<file path="config.mk">
export PLATFORM = sky130hd
export DESIGN_NAME = alu_opnd_stage_flat
export DESIGN_NICKNAME = d
export VERILOG_FILES = /design/src/rtl/alu_opnd_stage_pkg.sv /design/src/rtl/alu_opnd_stage_if.sv /design/src/rtl/alu_opnd_stage_decode.sv /design/src/rtl/alu_opnd_stage.sv /design/src/flat_wrapper.sv
export SDC_FILE = /design/constraint.sdc
export NUM_CORES = 1
export LEC_CHECK = 0
export CORE_AREA = 2 2 78 80
export DETAILED_ROUTE_END_ITERATION = 6
export DIE_AREA = 0 0 80 82
export GPL_ROUTABILITY_DRIVEN = 0
export GPL_TIMING_DRIVEN = 0
export PLACE_DENSITY = 0.85
export SLEW_MARGIN = 20
export SYNTH_ARGS = -nofsm -noshare
export SYNTH_HDL_FRONTEND = slang
export SYNTH_SLANG_ARGS = --single-unit
</file>
<file path="constraint.sdc">
create_clock -name CLK -period 4.79 [get_ports CLK]
set_clock_uncertainty 0.05 [all_clocks]
set_input_delay 0.958 -clock CLK [delete_from_list [all_inputs] [get_ports CLK]]
set_output_delay 0.958 -clock CLK [all_outputs]
set_load 0.05 [all_outputs]
</file>
<file path="src/rtl/alu_opnd_stage_pkg.sv">
// rtl/alu_opnd_stage_pkg.sv - command encodings, FSM states and operand-need decode for the ALU operand stage
//
// Package alu_pkg
//   Command encodings for arithmetic (MODE=1) and logical (MODE=0) modes,
//   FSM state enum, and need_ops() which maps (mode, cmd) to the required
//   operand mask {OPB, OPA} plus an illegal-command flag.
package alu_pkg;

  // Arithmetic mode (MODE=1)
  localparam logic [3:0] A_ADD     = 4'd0;
  localparam logic [3:0] A_SUB     = 4'd1;
  localparam logic [3:0] A_ADD_CIN = 4'd2;
  localparam logic [3:0] A_SUB_CIN = 4'd3;
  localparam logic [3:0] A_INC_A   = 4'd4;
  localparam logic [3:0] A_DEC_A   = 4'd5;
  localparam logic [3:0] A_INC_B   = 4'd6;
  localparam logic [3:0] A_DEC_B   = 4'd7;
  localparam logic [3:0] A_CMP     = 4'd8;
  localparam logic [3:0] A_MUL_INC = 4'd9;
  localparam logic [3:0] A_MUL_SHL = 4'd10;

  // Logical mode (MODE=0)
  localparam logic [3:0] L_AND     = 4'd0;
  localparam logic [3:0] L_NAND    = 4'd1;
  localparam logic [3:0] L_OR      = 4'd2;
  localparam logic [3:0] L_NOR     = 4'd3;
  localparam logic [3:0] L_XOR     = 4'd4;
  localparam logic [3:0] L_XNOR    = 4'd5;
  localparam logic [3:0] L_NOT_A   = 4'd6;
  localparam logic [3:0] L_NOT_B   = 4'd7;
  localparam logic [3:0] L_SHR1_A  = 4'd8;
  localparam logic [3:0] L_SHL1_A  = 4'd9;
  localparam logic [3:0] L_SHR1_B  = 4'd10;
  localparam logic [3:0] L_SHL1_B  = 4'd11;
  localparam logic [3:0] L_ROL_A_B = 4'd12;
  localparam logic [3:0] L_ROR_A_B = 4'd13;

  typedef enum logic {
    ST_IDLE = 1'b0,
    ST_WAIT = 1'b1
  } state_t;

  typedef struct packed {
    logic [1:0] need;     // bit0 = OPA required, bit1 = OPB required
    logic       illegal;
  } need_t;

  function automatic need_t need_ops(input logic mode, input logic [3:0] cmd);
    need_t r;
    r.need    = 2'b00;
    r.illegal = 1'b0;
    if (mode) begin
      case (cmd)
        A_ADD, A_SUB, A_ADD_CIN, A_SUB_CIN,
        A_CMP, A_MUL_INC, A_MUL_SHL:          r.need = 2'b11;
        A_INC_A, A_DEC_A:                     r.need = 2'b01;
        A_INC_B, A_DEC_B:                     r.need = 2'b10;
        default:                              r.illegal = 1'b1;
      endcase
    end else begin
      case (cmd)
        L_AND, L_NAND, L_OR, L_NOR, L_XOR,
        L_XNOR, L_ROL_A_B, L_ROR_A_B:         r.need = 2'b11;
        L_NOT_A, L_SHR1_A, L_SHL1_A:          r.need = 2'b01;
        L_NOT_B, L_SHR1_B, L_SHL1_B:          r.need = 2'b10;
        default:                              r.illegal = 1'b1;
      endcase
    end
    return r;
  endfunction

endpackage

</file>
<file path="src/rtl/alu_opnd_stage_if.sv">
// rtl/alu_opnd_stage_if.sv - bus-side and ALU-side signal bundle of the operand stage
//
// Interface alu_opnd_stage_if #(WIDTH, CWIDTH)
//   Inputs to the stage : OPA, OPB, CMD, MODE, CIN, CE, INP_VALID
//   Outputs of the stage: O_OPA, O_OPB, O_CMD, O_MODE, O_CIN, O_VALID, O_ERR, O_WAIT
//   master: the upstream driver (drives inputs, observes outputs)
//   slave : the operand stage itself
interface alu_opnd_stage_if #(
  parameter int WIDTH  = 8,
  parameter int CWIDTH = 4
);
  logic [WIDTH-1:0]  OPA;
  logic [WIDTH-1:0]  OPB;
  logic [CWIDTH-1:0] CMD;
  logic              MODE;
  logic              CIN;
  logic              CE;
  logic [1:0]        INP_VALID;

  logic [WIDTH-1:0]  O_OPA;
  logic [WIDTH-1:0]  O_OPB;
  logic [CWIDTH-1:0] O_CMD;
  logic              O_MODE;
  logic              O_CIN;
  logic              O_VALID;
  logic              O_ERR;
  logic              O_WAIT;

  modport master (
    output OPA, OPB, CMD, MODE, CIN, CE, INP_VALID,
    input  O_OPA, O_OPB, O_CMD, O_MODE, O_CIN, O_VALID, O_ERR, O_WAIT
  );

  modport slave (
    input  OPA, OPB, CMD, MODE, CIN, CE, INP_VALID,
    output O_OPA, O_OPB, O_CMD, O_MODE, O_CIN, O_VALID, O_ERR, O_WAIT
  );
endinterface

</file>
<file path="src/rtl/alu_opnd_stage_decode.sv">
// rtl/alu_opnd_stage_decode.sv - combinational (mode, cmd) to need-mask/illegal decoder
//
// Module alu_opnd_decode #(CWIDTH)
//   mode    in  1      : 1 = arithmetic, 0 = logical
//   cmd     in  CWIDTH : command
//   need    out 2      : required operands, bit0 = OPA, bit1 = OPB
//   illegal out 1      : command not defined for this mode
module alu_opnd_decode
  import alu_pkg::*;
#(
  parameter int CWIDTH = 4
) (
  input  logic              mode,
  input  logic [CWIDTH-1:0] cmd,
  output logic [1:0]        need,
  output logic              illegal
);

  logic [31:0] cmd_ext;
  need_t       dec;

  // Encodings only occupy 4 bits; anything above 15 on a wider bus is illegal.
  always_comb begin
    cmd_ext = 32'(cmd);
    dec     = need_ops(mode, cmd_ext[3:0]);
    illegal = dec.illegal | (cmd_ext > 32'd15);
    need    = illegal ? 2'b00 : dec.need;
  end

endmodule

</file>
<file path="src/rtl/alu_opnd_stage.sv">
// rtl/alu_opnd_stage.sv - operand-collection stage that issues fully formed operations to the ALU core
//
// Module alu_opnd_stage #(WIDTH, CWIDTH, TIMEOUT)
//   CLK in  : clock
//   RST in  : synchronous active-high reset
//   bus     : alu_opnd_stage_if.slave
//             in : OPA, OPB, CMD, MODE, CIN, CE, INP_VALID
//             out: O_OPA, O_OPB, O_CMD, O_MODE, O_CIN (hold between issues),
//                  O_VALID (one-cycle issue), O_ERR (timeout/illegal), O_WAIT
module alu_opnd_stage
  import alu_pkg::*;
#(
  parameter int WIDTH   = 8,
  parameter int CWIDTH  = 4,
  parameter int TIMEOUT = 16
) (
  input  logic             CLK,
  input  logic             RST,
  alu_opnd_stage_if.slave  bus
);

  localparam int                CNT_W    = (TIMEOUT > 1) ? $clog2(TIMEOUT) : 1;
  localparam logic [CNT_W-1:0]  CNT_LAST = CNT_W'(TIMEOUT - 1);

  logic [1:0] need;
  logic       illegal;

  alu_opnd_decode #(.CWIDTH(CWIDTH)) u_decode (
    .mode    (bus.MODE),
    .cmd     (bus.CMD),
    .need    (need),
    .illegal (illegal)
  );

  state_t            state, state_nxt;
  logic [CNT_W-1:0]  cnt, cnt_nxt;

  // Held command while waiting; the missing operand's hold slot stays 0 so a
  // timeout issue can use the hold registers directly.
  logic [CWIDTH-1:0] h_cmd, h_cmd_nxt;
  logic              h_mode, h_mode_nxt;
  logic              h_cin, h_cin_nxt;
  logic [WIDTH-1:0]  h_opa, h_opa_nxt;
  logic [WIDTH-1:0]  h_opb, h_opb_nxt;
  logic [1:0]        h_miss, h_miss_nxt;

  logic [WIDTH-1:0]  o_opa, o_opa_nxt;
  logic [WIDTH-1:0]  o_opb, o_opb_nxt;
  logic [CWIDTH-1:0] o_cmd, o_cmd_nxt;
  logic              o_mode, o_mode_nxt;
  logic              o_cin, o_cin_nxt;
  logic              o_valid, o_valid_nxt;
  logic              o_err, o_err_nxt;
  logic              o_wait, o_wait_nxt;

  always_ff @(posedge CLK) begin
    if (RST) begin
      state   <= ST_IDLE;
      cnt     <= '0;
      h_cmd   <= '0;
      h_mode  <= 1'b0;
      h_cin   <= 1'b0;
      h_opa   <= '0;
      h_opb   <= '0;
      h_miss  <= 2'b00;
      o_opa   <= '0;
      o_opb   <= '0;
      o_cmd   <= '0;
      o_mode  <= 1'b0;
      o_cin   <= 1'b0;
      o_valid <= 1'b0;
      o_err   <= 1'b0;
      o_wait  <= 1'b0;
    end else begin
      state   <= state_nxt;
      cnt     <= cnt_nxt;
      h_cmd   <= h_cmd_nxt;
      h_mode  <= h_mode_nxt;
      h_cin   <= h_cin_nxt;
      h_opa   <= h_opa_nxt;
      h_opb   <= h_opb_nxt;
      h_miss  <= h_miss_nxt;
      o_opa   <= o_opa_nxt;
      o_opb   <= o_opb_nxt;
      o_cmd   <= o_cmd_nxt;
      o_mode  <= o_mode_nxt;
      o_cin   <= o_cin_nxt;
      o_valid <= o_valid_nxt;
      o_err   <= o_err_nxt;
      o_wait  <= o_wait_nxt;
    end
  end

  always_comb begin
    state_nxt   = state;
    cnt_nxt     = cnt;
    h_cmd_nxt   = h_cmd;
    h_mode_nxt  = h_mode;
    h_cin_nxt   = h_cin;
    h_opa_nxt   = h_opa;
    h_opb_nxt   = h_opb;
    h_miss_nxt  = h_miss;
    o_opa_nxt   = o_opa;
    o_opb_nxt   = o_opb;
    o_cmd_nxt   = o_cmd;
    o_mode_nxt  = o_mode;
    o_cin_nxt   = o_cin;
    o_valid_nxt = 1'b0;
    o_err_nxt   = 1'b0;

    if (bus.CE) begin
      case (state)
        ST_IDLE: begin
          if (illegal) begin
            o_valid_nxt = 1'b1;
            o_err_nxt   = 1'b1;
            o_opa_nxt   = '0;
            o_opb_nxt   = '0;
            o_cmd_nxt   = bus.CMD;
            o_mode_nxt  = bus.MODE;
            o_cin_nxt   = bus.CIN;
          end else if (bus.INP_VALID == 2'b00) begin
            // bus idle
          end else if ((bus.INP_VALID & need) == need) begin
            o_valid_nxt = 1'b1;
            o_opa_nxt   = need[0] ? bus.OPA : '0;
            o_opb_nxt   = need[1] ? bus.OPB : '0;
            o_cmd_nxt   = bus.CMD;
            o_mode_nxt  = bus.MODE;
            o_cin_nxt   = bus.CIN;
          end else begin
            state_nxt  = ST_WAIT;
            cnt_nxt    = '0;
            h_cmd_nxt  = bus.CMD;
            h_mode_nxt = bus.MODE;
            h_cin_nxt  = bus.CIN;
            h_opa_nxt  = (need[0] & bus.INP_VALID[0]) ? bus.OPA : '0;
            h_opb_nxt  = (need[1] & bus.INP_VALID[1]) ? bus.OPB : '0;
            h_miss_nxt = need & ~bus.INP_VALID;
          end
        end

        ST_WAIT: begin
          // Arrival is checked first so it wins over the timeout edge.
          if ((bus.INP_VALID & h_miss) != 2'b00) begin
            o_valid_nxt = 1'b1;
            o_opa_nxt   = h_miss[0] ? bus.OPA : h_opa;
            o_opb_nxt   = h_miss[1] ? bus.OPB : h_opb;
            o_cmd_nxt   = h_cmd;
            o_mode_nxt  = h_mode;
            o_cin_nxt   = h_cin;
            state_nxt   = ST_IDLE;
            cnt_nxt     = '0;
          end else if (cnt == CNT_LAST) begin
            o_valid_nxt = 1'b1;
            o_err_nxt   = 1'b1;
            o_opa_nxt   = h_opa;
            o_opb_nxt   = h_opb;
            o_cmd_nxt   = h_cmd;
            o_mode_nxt  = h_mode;
            o_cin_nxt   = h_cin;
            state_nxt   = ST_IDLE;
            cnt_nxt     = '0;
          end else begin
            cnt_nxt = cnt + 1'b1;
          end
        end

        default: begin
          state_nxt = ST_IDLE;
          cnt_nxt   = '0;
        end
      endcase
    end

    o_wait_nxt = (state_nxt == ST_WAIT);
  end

  assign bus.O_OPA   = o_opa;
  assign bus.O_OPB   = o_opb;
  assign bus.O_CMD   = o_cmd;
  assign bus.O_MODE  = o_mode;
  assign bus.O_CIN   = o_cin;
  assign bus.O_VALID = o_valid;
  assign bus.O_ERR   = o_err;
  assign bus.O_WAIT  = o_wait;

endmodule
</file>
<file path="src/flat_wrapper.sv">
// flat-port wrapper written by rule: the top's interface ports become plain ports
module alu_opnd_stage_flat import alu_pkg::*;
#(
  parameter int WIDTH   = 8,
  parameter int CWIDTH  = 4,
  parameter int TIMEOUT = 16
)
  (CLK, RST, bus_OPA, bus_OPB, bus_CMD, bus_MODE, bus_CIN, bus_CE, bus_INP_VALID, bus_O_OPA, bus_O_OPB, bus_O_CMD, bus_O_MODE, bus_O_CIN, bus_O_VALID, bus_O_ERR, bus_O_WAIT);
  alu_opnd_stage_if #(.WIDTH(WIDTH), .CWIDTH(CWIDTH)) bus_i ();
  input  logic CLK;
  input  logic RST;
  input wire logic [$bits(bus_i.OPA)-1:0] bus_OPA;
  input wire logic [$bits(bus_i.OPB)-1:0] bus_OPB;
  input wire logic [$bits(bus_i.CMD)-1:0] bus_CMD;
  input wire logic [$bits(bus_i.MODE)-1:0] bus_MODE;
  input wire logic [$bits(bus_i.CIN)-1:0] bus_CIN;
  input wire logic [$bits(bus_i.CE)-1:0] bus_CE;
  input wire logic [$bits(bus_i.INP_VALID)-1:0] bus_INP_VALID;
  output wire logic [$bits(bus_i.O_OPA)-1:0] bus_O_OPA;
  output wire logic [$bits(bus_i.O_OPB)-1:0] bus_O_OPB;
  output wire logic [$bits(bus_i.O_CMD)-1:0] bus_O_CMD;
  output wire logic [$bits(bus_i.O_MODE)-1:0] bus_O_MODE;
  output wire logic [$bits(bus_i.O_CIN)-1:0] bus_O_CIN;
  output wire logic [$bits(bus_i.O_VALID)-1:0] bus_O_VALID;
  output wire logic [$bits(bus_i.O_ERR)-1:0] bus_O_ERR;
  output wire logic [$bits(bus_i.O_WAIT)-1:0] bus_O_WAIT;
  assign bus_i.OPA = bus_OPA;
  assign bus_i.OPB = bus_OPB;
  assign bus_i.CMD = bus_CMD;
  assign bus_i.MODE = bus_MODE;
  assign bus_i.CIN = bus_CIN;
  assign bus_i.CE = bus_CE;
  assign bus_i.INP_VALID = bus_INP_VALID;
  assign bus_O_OPA = bus_i.O_OPA;
  assign bus_O_OPB = bus_i.O_OPB;
  assign bus_O_CMD = bus_i.O_CMD;
  assign bus_O_MODE = bus_i.O_MODE;
  assign bus_O_CIN = bus_i.O_CIN;
  assign bus_O_VALID = bus_i.O_VALID;
  assign bus_O_ERR = bus_i.O_ERR;
  assign bus_O_WAIT = bus_i.O_WAIT;
  alu_opnd_stage #(.WIDTH(WIDTH), .CWIDTH(CWIDTH), .TIMEOUT(TIMEOUT)) u_core (.CLK(CLK), .RST(RST), .bus(bus_i));
endmodule
</file>
# ---- Word-level counts from Yosys, hierarchy flattened
# Cells that the tools add are included.
dict set report classes {
  add_sub_neg 1
  eq_ne 21
  bitwise 11
  mux 63
  reduce_logical 15
}
# cell n
set ops {}
lappend ops {{8-bit two-way mux} 16}
lappend ops {{4-bit two-way mux} 10}
lappend ops {{8-bit one-hot mux with 2 select lines} 2}
lappend ops {{4-bit equality test, second input constant} 7}
lappend ops {{1-bit two-way mux} 24}
lappend ops {{4-bit by 3-bit equality test with 1-bit output, second input constant} 4}
lappend ops {{4-bit one-hot mux with 2 select lines} 2}
lappend ops {{14-bit OR reduction} 1}
lappend ops {{2-bit one-hot mux with 3 select lines} 2}
lappend ops {{11-bit OR reduction} 1}
lappend ops {{1-bit one-hot mux with 2 select lines} 5}
lappend ops {{4-bit by 2-bit equality test with 1-bit output, second input constant} 2}
lappend ops {{4-bit AND reduction} 2}
lappend ops {{8-bit OR reduction} 1}
lappend ops {{7-bit OR reduction} 1}
lappend ops {{2-bit bitwise AND} 3}
lappend ops {{2-bit != test, second input constant} 3}
lappend ops {{3-bit != test, second input constant} 2}
lappend ops {{2-bit OR reduction} 3}
lappend ops {{3-bit OR reduction} 2}
lappend ops {{1-bit inverter} 5}
lappend ops {{5-bit AND reduction} 1}
lappend ops {{4-bit by 1-bit adder with 4-bit output, second input constant} 1}
lappend ops {{4-bit by 1-bit equality test with 1-bit output, second input constant} 1}
lappend ops {{other kinds (9)} 10}
dict set report word_totals {
  output_inout_bits 25
  input_bits 27
  ff_bits 53
}

# ---- Longest topological paths before layout
dict set report depth {
  depth_word 11
  ltp_mapped 8
  ltp_nobuf 6
}

# ---- Modules after synthesis
# Synthesis repeated with hierarchy kept, for this count alone.
dict set report unflattened {
  cells_unflattened 324
  area_unflattened_um2 2742.6
}
# module seq_area_each_um2 area_each_um2 cells_per_inst n_inst
set modules_own_cells {}
lappend modules_own_cells {alu_opnd_stage 1061.0 2662.6 310 1}
lappend modules_own_cells {alu_opnd_decode 0.0 80.1 14 1}

# ---- Worst setup path before layout
# No wires, ideal clock.
dict set report synth_path {
  kind {in2reg}
  from {input port bus_MODE}
  to {register u_core.o_cmd[3] (netlist: u_core.bus.O_CMD[3])}
  path_slack_ps 2292
  t_required_ps 4619
  cell_stages 7
  arrival_ps 2327
  cell_sequence {buf_6 or3b_4 o2111ai_2 o211ai_1 o22a_2 buf_6 mux2_4}
}
dict set report synth_between {
  elab_chain_cells 6
  elab_cells_between_ends 9
  cone_classes {eq/ne: 3; mux: 4; bitwise: 1; reduce/logical: 1}
}
# item line
set synth_lines {}
lappend synth_lines {{start, declared} flat_wrapper.sv:15} ;# input wire logic [$bits(bus_i.MODE)-1:0] bus_MODE;
lappend synth_lines {{3-bit two-way mux *} alu_opnd_stage_pkg.sv:52} ;# if (mode) begin
lappend synth_lines {{2-bit two-way mux} alu_opnd_stage_decode.sv:27} ;# need = illegal ? 2'b00 : dec.need;
lappend synth_lines {{2-bit bitwise AND} alu_opnd_stage.sv:124} ;# end else if ((bus.INP_VALID & need) == need) begin
lappend synth_lines {{2-bit equality test} alu_opnd_stage.sv:124}
lappend synth_lines {{3-bit by 2-bit != test with 1-bit output (no source line)} --}
lappend synth_lines {{4-bit AND reduction (no source line)} --}
lappend synth_lines {{end signal, assigned} alu_opnd_stage.sv:85} ;# o_cmd <= o_cmd_nxt;
lappend synth_lines {{end, declared} alu_opnd_stage.sv:49} ;# logic [CWIDTH-1:0] o_cmd, o_cmd_nxt;
# Every way passes the cells marked *; elsewhere a longest branch is shown, timed or not.
# A chain may end at the register's enable or synchronous reset.

# ---- Worst setup path in the final report
dict set report layout_path {
  from {input port bus_CMD[2]}
  to {register u_core.h_opb[6]}
}
dict set report layout_between {
  elab_chain_cells 9
  elab_cells_between_ends 35
  cone_classes {eq/ne: 14; mux: 7; bitwise: 4; reduce/logical: 10}
}
# item line
set layout_lines {}
lappend layout_lines {{start, declared} flat_wrapper.sv:14} ;# input wire logic [$bits(bus_i.CMD)-1:0] bus_CMD;
lappend layout_lines {{4-bit by 1-bit equality test with 1-bit output, or another cell as far along} {alu_opnd_stage_pkg.sv:53, alu_opnd_stage_pkg.sv:61}}
lappend layout_lines {{8-bit OR reduction, or another cell as far along} --}
lappend layout_lines {{2-bit one-hot mux with 3 select lines, or another cell as far along} alu_opnd_stage_pkg.sv:61} ;# case (cmd)
lappend layout_lines {{3-bit two-way mux *} alu_opnd_stage_pkg.sv:52}
lappend layout_lines {{2-bit two-way mux} alu_opnd_stage_decode.sv:27}
lappend layout_lines {{2-bit bitwise AND} alu_opnd_stage.sv:124}
lappend layout_lines {{2-bit equality test} alu_opnd_stage.sv:124}
lappend layout_lines {{1-bit inverter (no source line)} --}
lappend layout_lines {{5-bit AND reduction (no source line)} --}
lappend layout_lines {{end signal, assigned} alu_opnd_stage.sv:81} ;# h_opb <= h_opb_nxt;
lappend layout_lines {{end, declared} alu_opnd_stage.sv:44} ;# logic [WIDTH-1:0] h_opb, h_opb_nxt;
# Marks and branches as above.

==> results.yml <==
run_status:
  status: "finished, final reports clean"
floorplan:
  floorplan.initialDensity: 0.534
  core_um2: 5750
  ios: 52
  die_w_um: 80
  die_area_um2: 6560
  rows: 28
  die_h_um: 82
pwr:
  vdd_drop_max_mv: 0.140
  power.density_nw_per_um2: 265
  p_leak_nw: 1.49
global_route:
  grt_max_degree: 15
  grt-ovfl-total: 0
  grt_pass1_wl_um: 12700
  grt_pass1_vias: 2764
  grt_antenna_before_repair: 0
  grt_use_total: 0.244
run:
  drv_cap: 0
timing:
  rsz0062_at_grt: "false"
  slew_headroom: 0.403
  maxSlewViolCount: 0
  finalCritPeriodShare: 0.601
  finalSetupTns_ns: 0
  worst_slew_pin_slew_ns: 0.889
  finalHoldViolCount: 0
  layout_min_cycle_time_ns: 2.88
  setup_viol: 0
  fmax_mhz: 348
cts:
  cts_tree: "done"
  root_buffer: "clkbuf_8"
  path_clk_slew_ns: 0.09
  clk_latency_ns: 0.31
  cts_inserted_buffers: 5
  cts_buffer_depth: 2
  cts_resized: 0
  cts_hold_buf: 0
  cts_setup_buffers: 0
  cts_sinks: 53
  h-tree-depth: 2
route:
  route.detailed.drc: 0
  avgViaCountPerCell: 5.73
  ant_nets: 0
  firstDrtPassIters: 5
  num_vias: 2861
  top_layer: "met4"
  dr.first_iter.drc_count: 198
  wl_per_cell_um: 15.3
  drt_wl_total_um: 7610
  wl_met1_um: 3390
  routed-wl-met3_um: 454
  dr_wl_met2_um: 3580
placed_design:
  hpwl_um: 5340
  portBuffers: 46
layout:
  drive_above_1_share: 0.0825
  mostFrequentLayoutCells: "70 x nand2_1, 53 x dfxtp_1, 46 x clkdlybuf4s50_1, 36 x mux2i_1, 28 x o21ai_0"
  fin_util: 0.645
  final_common_cell: "nand2_1"
  area_growth_pct: 20.9
  num-fill-cells: 500
  fin_nets: 452
  diodes: 0
synth:
  synthAdderAreaFrac: 0.00408
  yosys-top-cells-area: "dfxtp_1 35%, mux2i_1 12%, nand2_1 8.6%, o21ai_0 4.6%, a21oi_1 4.4%"
  yosys.area.top_type: "dfxtp_1"
  synthMuxAreaShare: 0.177
  synth-simple-area-share: 0.202
  yosysTopAreaCellShare: 0.346
  synth-edff-count: 0
  synth_fp_nets: 399
  yosysSeqAreaShare: 0.346
  synth_top_family_by_area: "compound AO/OA/AOI/OAI gates"
  ys_async_sr_fraction: 0
  ys_ff_latch: 53
  yosys.area_share.xor_xnor: 0
  ys_types: 41
  syn_inst: 371
  synth_ff_type: "dfxtp_1"
  synth_area_um2: 3070
  synth_area_per_cell_um2: 8.27
  yosysWarningCount: 0
  synth_compound_area_frac: 0.210
setup_path:
  worstPathMaxFanout: 10
  cp-start-kind: "primary input"
  arrival_ns: 3.08
  path_class: "primary input to register"
  cp_data_required_time_ns: 4.99
  worstSetupEndpointType: "register"
hold_path:
  hold_class: "register to register"
-- Yosys cell counts (2+ instances only) --
master / n
clkbuf_1: 21
o211ai_1: 4
dfxtp_1: 53
mux2_4: 7
and3_1: 10
o21ai_1: 2
nor2_1: 4
inv_1: 8
nor2b_1: 9
a31oi_1: 4
buf_6: 5
buf_4: 2
nand3b_1: 9
a21oi_1: 27
nor3_1: 3
nand2_1: 70
nand4_1: 2
a211oi_2: 2
o22ai_1: 2
nand3_1: 11
a21boi_0: 16
nand2b_1: 9
mux2i_1: 36
mux2_2: 7
a21o_1: 5
o21ai_0: 28
-- through the flow --
step / instance area [um2] / hold WS, ns / std cells / worst slack (ns) / total power, mW
2_1_floorplan: 3070 / 0.381 / 371 / 2.29 / 0.650
3_3_place_gp: 3620 / 0.389 / 492 / 1.67 / 0.726
3_5_place_dp: 3620 / 0.400 / 492 / 1.60 / 0.731
4_1_cts: 3710 / 0.414 / 499 / 1.92 / 0.984
5_1_grt: 3710 / 0.430 / 499 / 1.76 / 1.02
6_report: 3710 / 0.413 / 499 / 1.91 / 0.984
-- registers in the layout (all words and copies together) (netlist names) --
| register | flops |
|---|---|
| u_core.bus.O_MODE | 1 |
| u_core.bus.O_VALID | 1 |
| u_core.bus.O_OPA | 8 |
| u_core.h_cmd | 4 |
| u_core.bus.O_OPB | 8 |
| u_core.h_cin | 1 |
| u_core.bus.O_CMD | 4 |
| u_core.bus.O_ERR | 1 |
| u_core.h_opa | 8 |
| u_core.h_opb | 8 |
| u_core.h_miss | 2 |
| u_core.bus.O_CIN | 1 |
| u_core.state | 1 |
| u_core.h_mode | 1 |
| u_core.cnt | 4 |
-- kinds of logic after synthesis --
family,after synthesis
simple gates,129
compound gates,101
flops,53
mux,50
buf+inv,37
fa+ha+maj,1
-- path summary, 6_finish.rpt --
| path | startpoint | to | slack, ns | cells past startpoint |
|---|---|---|---|---|
| hold reg to reg | u_core.h_opb[5] | u_core.h_opb[5] | 0.41 | 2 |
| setup reg to reg | u_core.state | u_core.cnt[1] | 2.72 | 5 |
| hold / removal | u_core.h_opb[5] | u_core.h_opb[5] | 0.41 | 2 |
| setup / recovery | bus_CMD[2] | u_core.h_opb[6] | 1.91 | 7 |
-- power breakdown --
part | switching (mW) | leakage [nW] | total, mW | internal, mW
logic | 0.154 | 1.01 | 0.255 | 0.101
clock network | 0.145 | 0.0443 | 0.261 | 0.115
registers | 0.00929 | 0.430 | 0.468 | 0.459
-- routing by layer --
metal | vias up | GRT usage
li1 | 1410 | -
met5 | - | 0
met4 | 0 | 0.117
met1 | 1331 | 0.308
met2 | 101 | 0.398
met3 | 19 | 0.0516
-- critical path, cell delays in order --
cell	delay, ns
clkdlybuf4s50_1	0.46
buf_4	0.20
a21oi_1	0.21
o211ai_1	0.36
a211oi_2	0.63
nand2_1	0.12
mux2i_1	0.14
-- layout make-up --
cell class                 count  area [um2]  share of cell area
multi-input combinational    281        1820               0.491
sequential                    53        1060               0.286
timing repair buffer          46         460               0.124
buffer                        29         155              0.0418
tap                           75        93.8              0.0253
clock buffer                   7        86.3              0.0233
inverter                       8        30.0             0.00810
Note: power is estimated with default switching activity, not from simulation.
